$ cat src/rtl/adder_result_fifo.sv
// Result-capture FIFO for a fixed-latency pipelined adder with no valid/stall signals.
// A valid shift line marks real operations, and issue credits guarantee every in-flight result a slot.
module adder_result_fifo #(
    parameter int unsigned LATENCY = 4,
    parameter int unsigned DEPTH   = 8,
    parameter int unsigned WIDTH   = 32
) (
    input  logic                     clk,
    input  logic                     rst_n,
    input  logic                     in_valid,
    output logic                     in_ready,
    input  logic [WIDTH-1:0]         sum,
    input  logic                     cout,
    output logic                     out_valid,
    input  logic                     out_ready,
    output logic [WIDTH-1:0]         out_sum,
    output logic                     out_cout,
    output logic [$clog2(DEPTH):0]   count,
    output logic                     err_drop
);

    localparam int unsigned AW = $clog2(DEPTH);
    localparam int unsigned CW = AW + 1;

    logic [LATENCY-1:0] vld_q, vld_d;
    logic [AW-1:0]      wr_ptr_q, wr_ptr_d;
    logic [AW-1:0]      rd_ptr_q, rd_ptr_d;
    logic [CW-1:0]      count_q, count_d;
    logic [CW-1:0]      reserved_q, reserved_d;
    logic               err_q, err_d;
    logic [WIDTH:0]     mem [DEPTH];
    logic               issue, push, pop;

    // Credits cover buffered plus in-flight results, so this never depends on out_ready.
    assign in_ready  = rst_n && (reserved_q < CW'(DEPTH));
    assign issue     = in_valid && in_ready;
    assign push      = vld_q[LATENCY-1];
    assign out_valid = (count_q != '0);
    assign pop       = out_valid && out_ready;
    assign {out_cout, out_sum} = mem[rd_ptr_q];
    assign count     = count_q;
    assign err_drop  = err_q;

    always_comb begin
        vld_d      = {vld_q[LATENCY-2:0], issue};
        wr_ptr_d   = wr_ptr_q;
        rd_ptr_d   = rd_ptr_q;
        count_d    = count_q;
        reserved_d = reserved_q;
        err_d      = err_q || (in_valid && !in_ready);

        if (push) begin
            wr_ptr_d = wr_ptr_q + AW'(1);
        end
        if (pop) begin
            rd_ptr_d = rd_ptr_q + AW'(1);
        end

        if (push && !pop) begin
            count_d = count_q + CW'(1);
        end else if (pop && !push) begin
            count_d = count_q - CW'(1);
        end

        if (issue && !pop) begin
            reserved_d = reserved_q + CW'(1);
        end else if (pop && !issue) begin
            reserved_d = reserved_q - CW'(1);
        end
    end

    always_ff @(posedge clk) begin
        if (!rst_n) begin
            vld_q      <= '0;
            wr_ptr_q   <= '0;
            rd_ptr_q   <= '0;
            count_q    <= '0;
            reserved_q <= '0;
            err_q      <= 1'b0;
        end else begin
            vld_q      <= vld_d;
            wr_ptr_q   <= wr_ptr_d;
            rd_ptr_q   <= rd_ptr_d;
            count_q    <= count_d;
            reserved_q <= reserved_d;
            err_q      <= err_d;
        end
    end

    // Storage is intentionally not reset; count_q alone decides what is valid.
    always_ff @(posedge clk) begin
        if (push) begin
            mem[wr_ptr_q] <= {cout, sum};
        end
    end

`ifndef SYNTHESIS
    overflow_a : assert property (@(posedge clk) disable iff (!rst_n)
        (push && (count_q == CW'(DEPTH))) |-> pop);
`endif

endmodule

$ cat config.mk
export PLATFORM = sky130hd
export DESIGN_NAME = adder_result_fifo
export DESIGN_NICKNAME = d
export VERILOG_FILES = /design/src/rtl/adder_result_fifo.sv
export SDC_FILE = /design/constraint.sdc
export NUM_CORES = 1
export LEC_CHECK = 0
export CAP_MARGIN = 20
export CORE_UTILIZATION = 53
export DETAILED_ROUTE_END_ITERATION = 8
export HOLD_SLACK_MARGIN = 0.03
export PLACE_DENSITY = 0.75
export SLEW_MARGIN = 20
export SYNTH_ARGS = -nofsm -noshare
export SYNTH_HDL_FRONTEND = slang
export SYNTH_SLANG_ARGS = --single-unit
$ cat constraint.sdc
create_clock -name clk -period 3.55 [get_ports clk]
set_clock_uncertainty 0.1 [all_clocks]
set_input_delay 0.71 -clock clk [delete_from_list [all_inputs] [get_ports clk]]
set_output_delay 0.71 -clock clk [all_outputs]
set_load 0.01 [all_outputs]
==> summary.md <==
| Metric | Value |
|---|---|
| Initial antenna violation count | `0` |
| Multi-input logic area | `2500 µm²` |
| Via Count | `5008` |
| Synthesized area | `11000 µm²` |
| Register area | `8380 µm²` |
| H-tree depth | `1` |
| Slew Limit Fails | `0` |
| Status | `completed` |
| Max-cap violations | `0` |
| Post-synth top area share | `0.724` |
| Met3 WL | `1.16 mm` |
| Clock slew at reported path FFs | `0.06 ns` |
| DRC Markers | `0` |
| Syn_area_per_cell | `22.4 µm²` |
| Post-synth EDFFs | `264` |
| Area of the core | `20200 µm²` |
| Synth Flop Type | `edfxtp_1` |
| CP required | `2.74 ns` |
| First-pass GRT wire length | `30.6 mm` |
| Synth cell types | `29` |
| Final setup fails | `0` |
| CTS tree | `yes` |
| Final Instance Area | `13100 µm²` |
| RSZ-0062 raised after global routing | `no` |
| Drt first pass iters | `4` |
| Nature of the critical path endpoint | `output pin` |
| Initial Util | `0.541` |
| Critical path type | `flop to output pin` |
| Post-DP Area | `12200 µm²` |
| Final min period | `3.45 ns` |
| Max Freq | `0.290 GHz` |
| VDD IR max | `0.000466 V` |
| Post-route ant nets | `0` |
| Syn Inst Count | `489` |
| Hold WC Path Type | `flop to flop` |
| Leading area contributor after synthesis | `edfxtp_1` |
| Slowest stage delay, CP | `0.55 ns` |
| Clock Tree Buf Depth | `3` |
| Startpoint Class | `flop` |
| Post-synth top cells | `edfxtp_1 (264), mux4_2 (60), mux2_2 (33)` |
| Fill cell count | `1274` |
| Die Span X | `146 µm` |
| Critical-path cell list | `buf_16 > mux4_2 > mux2_2 > clkdlybuf4s50_1` |
| Final Hold Vio Count | `0` |
| I/O pin count | `77` |
| Worst slew margin | `0.460` |
| Async SR Flop Fraction | `0` |
| Top sig layer | `met4` |
| GR Overflow Total | `0` |
| Layout cells sized above 1 | `0.271` |
| IO buf count | `76` |
| Row count | `52` |
| Lkg Pwr | `4.16 nW` |
| Yosys reg bits | `286` |
| Largest net degree at the start of global routing | `47` |
| Final core occ | `0.649` |
| Sink Count | `286` |
| HPWL Detailed | `11.2 mm` |
| PD cells | `640 nW/µm²` |
| Final net count | `639` |
| First DRT Iteration DRCs | `383` |
| Vias in the first global route | `5352` |
| WL per Instance | `22.8 µm` |
| Final wirelength | `20.2 mm` |
| Die area | `21200 µm²` |
| Vias/cell | `5.67` |
| # Post-CTS Setup Buffers | `0` |
| Largest fanout on the critical path | `26` |
| Root buffer cell | `clkbuf_16` |
| CP max-delay cell | `mux4_2` |
| Die height | `146 µm` |
| Yosys warns | `0` |
| Met1 WL | `8.16 mm` |
| Top cells by area, synth | `edfxtp_1 (72%), mux4_2 (12%), dfxtp_1 (4.0%), mux2_2 (3.4%), mux4_1 (1.4%)` |
| # diodes | `0` |
| Sequential area share after synthesis | `0.764` |
| Tcrit/Tclk final | `0.970` |
| Met2 routed WL | `10.4 mm` |
| Worst EP arrival | `2.64 ns` |
| Synth-to-layout area growth | `19.9%` |
| Setup TNS | `0 ns` |
| Syn_nets | `536` |
| Clock latency at the later pin of the worst-skew pair | `0.53 ns` |
| Num CTS Buffers | `28` |
| Gr usage total | `0.193` |
| Placer Congestion | `0.700` |
| Cell with the most instances after synthesis | `edfxtp_1` |
| Least-Margin Pin Slew | `0.808 ns` |
what timing repair did:
action	in CTS	in global routing
hold buffers	0	0
setup endpoints to repair	0	3
gates resized for setup	0	3
placed cells by master, fill, tap and decap left out, types with 2 or more instances in the layout:
master	count
mux2_2	33
nor2_4	6
nor2b_1	5
fa_1	2
dfxtp_4	2
and2_1	15
nand2b_1	4
clkinv_2	8
nand3_1	4
inv_1	2
a211oi_1	2
a21oi_1	3
bufinv_16	3
dfxtp_1	19
clkinv_1	4
nor3_2	2
buf_12	3
nand2_1	8
clkinvlp_4	2
ha_1	8
a31oi_1	2
mux4_2	60
clkbuf_16	30
buf_16	2
clkdlybuf4s50_1	75
o21ai_0	2
mux4_1	6
mux2i_1	4
edfxtp_1	264
clkbuf_1	4
nor2_1	2
buf_4	13
xnor2_1	7
cell families (layout without fill, tap and decap cells):
group | count (synthesis) | count (layout) | synth area share
xor+xnor | 8 | 8 | 0.00640
flops | 286 | 286 | 0.764
simple gates | 47 | 47 | 0.0226
compound gates | 10 | 10 | 0.00548
fa+ha+maj | 10 | 10 | 0.0128
mux | 104 | 104 | 0.176
buf+inv | 24 | 148 | 0.0123
final timing paths:
check | start | endpoint | slack [ns] | cells past startpoint
setup / recovery | flop | out_sum[7] | 0.10 | 4
hold / removal | vld_q[2] | vld_q[3] | 0.33 | 1
setup reg to reg | count[0] | reserved_q[3] | 0.74 | 9
hold reg to reg | vld_q[2] | vld_q[3] | 0.33 | 1
through the flow:
stage	total power, mW	setup slack [ns]	std cells	hold WS, ns
floorplan	4.98	0.167	489	0.312
global placement	5.49	0.458	831	0.315
detailed placement	5.53	0.382	831	0.323
CTS	8.42	0.0152	882	0.339
global route	8.70	0.0284	883	0.359
finish	8.41	0.105	883	0.332
registers in the layout, indices dropped and copies added (netlist names), named ones only:
name        flops
err_drop        1
rd_ptr_q        3
wr_ptr_q        3
vld_q           4
reserved_q      4
mem           264
count           4
layer usage:
metal | up-vias | GRT usage
li1 | 2227 | -
met1 | 2591 | 0.253
met2 | 155 | 0.333
met3 | 35 | 0.0332
met4 | 0 | 0.0626
met5 | - | 0
area by class of cell:
class                      instances  share of cell area
clock inverter                    18              0.0129
tap                              270              0.0257
multi-input combinational        179               0.191
sequential                       286               0.638
timing repair buffer              95              0.0762
clock buffer                      33              0.0564
inverter                           2            0.000571
where the power goes:
| part | switching, mW | internal, mW | leakage (nW) |
|---|---|---|---|
| clock | 1.20 | 1.70 | 0.446 |
| combinational | 0.659 | 0.998 | 1.16 |
| sequential | 0.0980 | 3.74 | 2.55 |
| total | 1.96 | 6.45 | 4.16 |
critical path, delay by kind of cell (launching register included):
kind                   cells  cell delay (ns)
muxes                      2             0.82
buffers and inverters      2             0.77
DFF                        1             0.49
Note: power is estimated with default switching activity, not from simulation.
